==> config.mk <==
export PLATFORM = sky130hd
export DESIGN_NAME = cdb_arb_flat
export DESIGN_NICKNAME = d
export VERILOG_FILES = /design/src/rtl/cdb_arb_if.sv /design/src/rtl/cdb_arb.sv /design/src/flat_wrapper.sv
export SDC_FILE = /design/constraint.sdc
export NUM_CORES = 1
export LEC_CHECK = 0
export ABC_AREA = 1
export CAP_MARGIN = 40
export CELL_PAD_IN_SITES_DETAIL_PLACEMENT = 1
export CELL_PAD_IN_SITES_GLOBAL_PLACEMENT = 2
export CORE_MARGIN = 3
export CORE_UTILIZATION = 36
export CTS_CLUSTER_DIAMETER = 30
export DETAILED_ROUTE_END_ITERATION = 12
export PLACE_DENSITY_LB_ADDON = 0.1
export SYNTH_ARGS = -nofsm -noshare
export SYNTH_HDL_FRONTEND = slang
export SYNTH_SLANG_ARGS = --single-unit
==> constraint.sdc <==
create_clock -name clk -period 10.82 [get_ports clk]
set_input_delay 2.164 -clock clk [delete_from_list [all_inputs] [get_ports clk]]
set_output_delay 2.164 -clock clk [all_outputs]
set_load 0.02 [all_outputs]
==> src/rtl/cdb_arb_if.sv <==
// FU-to-arbiter handoff and CDB broadcast bundle.
// Handshake: FU i transfers when fu_valid[i] && fu_ready[i] at a rising clk
// edge. While fu_valid[i] is high and fu_ready[i] is low nothing is captured
// and the FU holds tag/rob/value steady. The CDB side has no ready: every
// slot with cdb_valid set is consumed in the cycle it is shown.
interface cdb_arb_if #(
  parameter int PRF_IDX = 6,
  parameter int ROB_IDX = 5,
  parameter int SCALAR  = 2,
  parameter int NUM_FU  = 3
);
  logic [NUM_FU-1:0]         fu_valid;
  logic [NUM_FU*PRF_IDX-1:0] fu_tag;
  logic [NUM_FU*ROB_IDX-1:0] fu_rob_idx;
  logic [NUM_FU*64-1:0]      fu_value;
  logic [NUM_FU-1:0]         fu_ready;
  logic [SCALAR-1:0]         cdb_valid;
  logic [SCALAR*PRF_IDX-1:0] cdb_tag;
  logic [SCALAR*ROB_IDX-1:0] cdb_rob_idx;
  logic [SCALAR*64-1:0]      cdb_value;

  // Functional-unit / bench side.
  modport master (
    output fu_valid, fu_tag, fu_rob_idx, fu_value,
    input  fu_ready, cdb_valid, cdb_tag, cdb_rob_idx, cdb_value
  );

  // Arbiter side.
  modport slave (
    input  fu_valid, fu_tag, fu_rob_idx, fu_value,
    output fu_ready, cdb_valid, cdb_tag, cdb_rob_idx, cdb_value
  );
endinterface

==> src/rtl/cdb_arb.sv <==
// Common Data Bus arbiter/broadcaster. Each FU feeds a small skid FIFO; up to
// SCALAR FIFO heads are picked per cycle in round-robin order starting at
// rr_ptr and registered onto the CDB. fu_ready comes from registered counts
// only, so a pop in the same cycle never frees a slot early.
module cdb_arb #(
  parameter int PRF_IDX = 6,
  parameter int ROB_IDX = 5,
  parameter int SCALAR  = 2,
  parameter int NUM_FU  = 3,
  parameter int DEPTH   = 2
) (
  input  logic clk,
  input  logic reset,
  input  logic flush,
  cdb_arb_if.slave bus,
  output logic [((NUM_FU > 1) ? $clog2(NUM_FU) : 1)-1:0] dbg_rr_ptr
);
  localparam int PTR_W = (DEPTH > 1) ? $clog2(DEPTH) : 1;
  localparam int CNT_W = $clog2(DEPTH + 1);
  localparam int RR_W  = (NUM_FU > 1) ? $clog2(NUM_FU) : 1;

  logic [PRF_IDX-1:0] mem_tag   [NUM_FU][DEPTH];
  logic [ROB_IDX-1:0] mem_rob   [NUM_FU][DEPTH];
  logic [63:0]        mem_value [NUM_FU][DEPTH];

  logic [PTR_W-1:0] wr_ptr [NUM_FU];
  logic [PTR_W-1:0] rd_ptr [NUM_FU];
  logic [CNT_W-1:0] count  [NUM_FU];
  logic [RR_W-1:0]  rr_ptr;
  logic [RR_W-1:0]  rr_next;
  logic [RR_W-1:0]  fu_sel;

  logic [NUM_FU-1:0]  push;
  logic [NUM_FU-1:0]  pop;
  logic [SCALAR-1:0]  slot_vld;
  logic [PRF_IDX-1:0] slot_tag   [SCALAR];
  logic [ROB_IDX-1:0] slot_rob   [SCALAR];
  logic [63:0]        slot_value [SCALAR];
  int                 n_grant;

  function automatic logic [PTR_W-1:0] ptr_inc(input logic [PTR_W-1:0] p);
    return (p == PTR_W'(DEPTH - 1)) ? '0 : p + 1'b1;
  endfunction

  assign dbg_rr_ptr = rr_ptr;

  // Credit to each FU comes purely from the registered FIFO occupancy.
  always_comb begin
    for (int i = 0; i < NUM_FU; i++) begin
      bus.fu_ready[i] = (count[i] < CNT_W'(DEPTH));
      push[i]         = bus.fu_valid[i] && (count[i] < CNT_W'(DEPTH));
    end
  end

  // Round-robin pick: scan from rr_ptr, fill slots in order, one grant per FU.
  always_comb begin
    pop      = '0;
    slot_vld = '0;
    rr_next  = rr_ptr;
    fu_sel   = '0;
    n_grant  = 0;
    for (int s = 0; s < SCALAR; s++) begin
      slot_tag[s]   = '0;
      slot_rob[s]   = '0;
      slot_value[s] = '0;
    end
    for (int k = 0; k < NUM_FU; k++) begin
      fu_sel = RR_W'((int'(rr_ptr) + k) % NUM_FU);
      if (count[fu_sel] != '0 && n_grant < SCALAR) begin
        pop[fu_sel] = 1'b1;
        for (int s = 0; s < SCALAR; s++) begin
          if (s == n_grant) begin
            slot_vld[s]   = 1'b1;
            slot_tag[s]   = mem_tag[fu_sel][rd_ptr[fu_sel]];
            slot_rob[s]   = mem_rob[fu_sel][rd_ptr[fu_sel]];
            slot_value[s] = mem_value[fu_sel][rd_ptr[fu_sel]];
          end
        end
        rr_next = RR_W'((int'(fu_sel) + 1) % NUM_FU);
        n_grant = n_grant + 1;
      end
    end
  end

  // FIFO payload storage; stale entries are harmless because pointers gate reads.
  always_ff @(posedge clk) begin
    for (int i = 0; i < NUM_FU; i++) begin
      if (push[i]) begin
        mem_tag[i][wr_ptr[i]]   <= bus.fu_tag[i*PRF_IDX +: PRF_IDX];
        mem_rob[i][wr_ptr[i]]   <= bus.fu_rob_idx[i*ROB_IDX +: ROB_IDX];
        mem_value[i][wr_ptr[i]] <= bus.fu_value[i*64 +: 64];
      end
    end
  end

  // FIFO bookkeeping, round-robin pointer and registered CDB broadcast.
  always_ff @(posedge clk or posedge reset) begin
    if (reset) begin
      for (int i = 0; i < NUM_FU; i++) begin
        count[i]  <= '0;
        wr_ptr[i] <= '0;
        rd_ptr[i] <= '0;
      end
      rr_ptr          <= '0;
      bus.cdb_valid   <= '0;
      bus.cdb_tag     <= '0;
      bus.cdb_rob_idx <= '0;
      bus.cdb_value   <= '0;
    end else if (flush) begin
      // Squash drops every buffered result and any same-cycle push; payload
      // registers keep stale data that consumers ignore via cdb_valid.
      for (int i = 0; i < NUM_FU; i++) begin
        count[i]  <= '0;
        wr_ptr[i] <= '0;
        rd_ptr[i] <= '0;
      end
      rr_ptr        <= '0;
      bus.cdb_valid <= '0;
    end else begin
      for (int i = 0; i < NUM_FU; i++) begin
        if (push[i]) wr_ptr[i] <= ptr_inc(wr_ptr[i]);
        if (pop[i])  rd_ptr[i] <= ptr_inc(rd_ptr[i]);
        count[i] <= count[i] + CNT_W'(push[i]) - CNT_W'(pop[i]);
      end
      rr_ptr        <= rr_next;
      bus.cdb_valid <= slot_vld;
      for (int s = 0; s < SCALAR; s++) begin
        bus.cdb_tag[s*PRF_IDX +: PRF_IDX]     <= slot_tag[s];
        bus.cdb_rob_idx[s*ROB_IDX +: ROB_IDX] <= slot_rob[s];
        bus.cdb_value[s*64 +: 64]             <= slot_value[s];
      end
    end
  end
endmodule

==> src/flat_wrapper.sv <==
// flat-port wrapper written by rule: the top's interface ports become plain ports
module cdb_arb_flat 
#(
  parameter int PRF_IDX = 6,
  parameter int ROB_IDX = 5,
  parameter int SCALAR  = 2,
  parameter int NUM_FU  = 3,
  parameter int DEPTH   = 2
)
  (clk, reset, flush, dbg_rr_ptr, bus_fu_valid, bus_fu_tag, bus_fu_rob_idx, bus_fu_value, bus_fu_ready, bus_cdb_valid, bus_cdb_tag, bus_cdb_rob_idx, bus_cdb_value);
  cdb_arb_if #(.PRF_IDX(PRF_IDX), .ROB_IDX(ROB_IDX), .SCALAR(SCALAR), .NUM_FU(NUM_FU)) bus_i ();
  input  logic clk;
  input  logic reset;
  input  logic flush;
  output logic [((NUM_FU > 1) ? $clog2(NUM_FU) : 1)-1:0] dbg_rr_ptr;
  input wire logic [$bits(bus_i.fu_valid)-1:0] bus_fu_valid;
  input wire logic [$bits(bus_i.fu_tag)-1:0] bus_fu_tag;
  input wire logic [$bits(bus_i.fu_rob_idx)-1:0] bus_fu_rob_idx;
  input wire logic [$bits(bus_i.fu_value)-1:0] bus_fu_value;
  output wire logic [$bits(bus_i.fu_ready)-1:0] bus_fu_ready;
  output wire logic [$bits(bus_i.cdb_valid)-1:0] bus_cdb_valid;
  output wire logic [$bits(bus_i.cdb_tag)-1:0] bus_cdb_tag;
  output wire logic [$bits(bus_i.cdb_rob_idx)-1:0] bus_cdb_rob_idx;
  output wire logic [$bits(bus_i.cdb_value)-1:0] bus_cdb_value;
  assign bus_i.fu_valid = bus_fu_valid;
  assign bus_i.fu_tag = bus_fu_tag;
  assign bus_i.fu_rob_idx = bus_fu_rob_idx;
  assign bus_i.fu_value = bus_fu_value;
  assign bus_fu_ready = bus_i.fu_ready;
  assign bus_cdb_valid = bus_i.cdb_valid;
  assign bus_cdb_tag = bus_i.cdb_tag;
  assign bus_cdb_rob_idx = bus_i.cdb_rob_idx;
  assign bus_cdb_value = bus_i.cdb_value;
  cdb_arb #(.PRF_IDX(PRF_IDX), .ROB_IDX(ROB_IDX), .SCALAR(SCALAR), .NUM_FU(NUM_FU), .DEPTH(DEPTH)) u_core (.clk(clk), .reset(reset), .flush(flush), .bus(bus_i), .dbg_rr_ptr(dbg_rr_ptr));
endmodule
==> metrics <==
status=finished with violations; failing checks=slew limit; Synth async-reset ratio=26.95%; Final Hold Fails=0; initial antenna violation count=2; number of CTS-inserted buffers=172; Setup TNS Final=0 ps; First-pass DRT Iterations=5; root buffer cell=clkbuf_16; CTS clock-pin slew for the worst setup and hold paths=40 ps; Primary FF master, synth=edfxtp_1; area delta synth->final=30.17%; PostCTS Resize Cnt=0; Filler cells=11,920; max_slew headroom=-4.500%; critical path launch point type=register; Top Ports=388; first-pass GRT wire length=226,500 µm; RSZ-0062 raised after global routing=no; Worst setup EP type=register; Syn Area/Cell=7.364 µm²; global route overflow=0; All-Layer GR Usage=28.85%; max-slew violations=58; drt via density=5.269; core area=0.09871 mm²; clock buffer depth=3; maxcap violations=0; gpl congestion=0.7783; Post-CTS Setup Bufs=0; post-synthesis instance total=4,889; Tightest Pin Transition=1567 ps; Post-layout nets=5,421; antenna-violating nets left=0; top cell type's share of synthesized area=37.54%; number of global-route vias before repair=36,160; post-synthesis register bit count=616; Skew-Pair Late Insertion Delay=760 ps; fin crit period=5142 ps; H-tree depth=4; Hold Crit Class=reg -> reg; DRC=0; WP data required=11,450 ps; hold buffer count at cts=0; port buffer count=387; endpoints failing setup=0; YS warnings=0; WS Path Type=reg -> reg; syn_nets=5,134; Die X-Extent=322.2 µm; Unique masters post-synth=31; Max Clk Rate=194.5 MHz; starting density of the core=36.47%; most common cell in the synthesized netlist=nand2_1; Worst EP arrival=5770 ps; routed len/inst=22.84 µm; top cells by area, synth=edfxtp_1 38%, nand2_1 25%, dfrtp_1 12%, nand3_1 8.0%, o21ai_0 3.0%; Multi-input gate area=0.01618 mm²; Register Area=0.01767 mm²; Max FO, Critical Path=241; Detailed Route Iter0 Violations=2,549; worst hold slack=473.4 ps; DIE HEIGHT=322.2 µm; Peak supply drop=0.2897 mV; power per standard cell area=357.1 mW/mm²; mapped cell area=0.03600 mm²; layout cells sized above 1=10.18%; pin count of the biggest net entering global routing=242; final core occ=47.48%; Final Cycle Share=47.52%; CTS tree=done; Post-synth EDFFs=450; Yosys top cell by area=edfxtp_1; Sink Count=616; hpwl dp=89,120 µm; sequential-to-total area share from yosys stat=49.07%; commonest cells in the netlist=2,394 x nand2_1, 574 x nand3_1, 450 x edfxtp_1; # rows=115; Vias=34,850; die footprint=0.1038 mm²; LEAKAGE=21.13 nW; Layout Skew=28.65 ps; Routed WL=151,100 µm
## cell families after synthesis
group	after synthesis	synth area share (%)
simple gates	3398	38.73
flops	616	49.07
buf+inv	482	6.318
compound gates	373	5.241
fa+ha+maj	14	0.4866
xor+xnor	6	0.1460
## power breakdown
| group | total [mW] | switching (mW) | internal [mW] |
|---|---|---|---|
| clock network | 5.25 | 1.59 | 3.66 |
| registers | 3.55 | 0.439 | 3.11 |
| logic | 7.94 | 5.46 | 2.48 |
| total | 16.7 | 7.49 | 9.24 |
## registers in the layout, summed over array words and instances (netlist names)
register                flops
u_core.mem_tag             36
u_core.bus.cdb_rob_idx     10
u_core.bus.cdb_tag         12
u_core.bus.cdb_valid        2
u_core.mem_value          384
u_core.dbg_rr_ptr           2
u_core.count                6
u_core.rd_ptr               3
u_core.mem_rob             30
u_core.bus.cdb_value      128
u_core.wr_ptr               3
## routing by layer
metal / track usage, % / wire length [µm] / vias up
li1: - / - / 16400
met1: 37.76 / 66800 / 17160
met2: 48.85 / 71920 / 1011
met3: 3.965 / 7497 / 284
met4: 10.46 / 4839 / 0
met5: 0 / 0 / -
## area by class of cell
| type | instances | share of cell area [%] |
|---|---|---|
| sequential | 616 | 37.70 |
| tap | 1287 | 3.436 |
| inverter | 140 | 1.217 |
| clock inverter | 111 | 3.001 |
| timing repair buffer | 455 | 10.29 |
| multi-input combinational | 3791 | 34.53 |
| clock buffer | 213 | 9.817 |
| antenna | 1 | 0.005340 |
## placed cells by master (no fill, tap or decap), types with 2 or more instances in the layout
| master | count |
|---|---|
| nand2_1 | 2388 |
| nand3_1 | 574 |
| edfxtp_1 | 450 |
| clkdlybuf4s50_1 | 386 |
| nor2_1 | 246 |
| o21ai_0 | 218 |
| clkbuf_16 | 174 |
| or2_2 | 168 |
| dfrtp_1 | 166 |
| a21oi_1 | 151 |
| inv_1 | 131 |
| buf_4 | 43 |
| clkinv_2 | 32 |
| clkbuf_1 | 29 |
| bufinv_16 | 28 |
| clkinv_1 | 20 |
| clkinvlp_4 | 16 |
| buf_16 | 16 |
| ha_1 | 12 |
| clkbuf_8 | 10 |
| buf_12 | 9 |
| nor2_4 | 7 |
| clkinv_8 | 6 |
| nand2_4 | 6 |
| clkinv_4 | 5 |
| inv_6 | 4 |
| inv_8 | 3 |
| inv_4 | 3 |
| nand4_1 | 3 |
| xnor2_1 | 3 |
| xor2_1 | 3 |
| inv_16 | 3 |
| or2_1 | 2 |
| ha_4 | 2 |
## worst paths after layout
| check | startpoint | to | slack (ps) | depth (start not counted) |
|---|---|---|---|---|
| setup / recovery | u_core.dbg_rr_ptr[0] | u_core.bus.cdb_value[78] | 5680 | 12 |
| hold / removal | u_core.bus.cdb_value[9] | u_core.bus.cdb_value[9] | 470 | 2 |
| setup reg to reg | u_core.dbg_rr_ptr[0] | u_core.bus.cdb_value[78] | 5680 | 12 |
| hold reg to reg | u_core.bus.cdb_value[9] | u_core.bus.cdb_value[9] | 470 | 2 |
| max in group asynchronous | reset | u_core.bus.cdb_value[54] | 7580 | 3 |
| min in group asynchronous | reset | u_core.bus.cdb_value[88] | 1920 | 2 |
## metrics by stage
step           instance area [µm²]  power, mW  cells  setup slack (ps)
3_3_place_gp                 40270      11.21   6266              4801
2_1_floorplan                36000      8.430   4889              4166
3_5_place_dp                 40850      11.50   6289              5502
5_1_grt                      46860      17.82   6613              5607
6_report                     46860      16.74   6614              5678
4_1_cts                      46860      16.84   6613              5882
## worst max-delay path: stages (launching register included)
cell and delay [ps]:
dfrtp_1 430, inv_1 150, ha_4 290, inv_8 540, buf_12 560, nand3_1 280, nand2_4 640, buf_4 800
nand2_1 130, nand2_1 130, nor2_1 60, nor2_1 200, a21oi_1 90
Note: power is estimated with default switching activity, not from simulation.
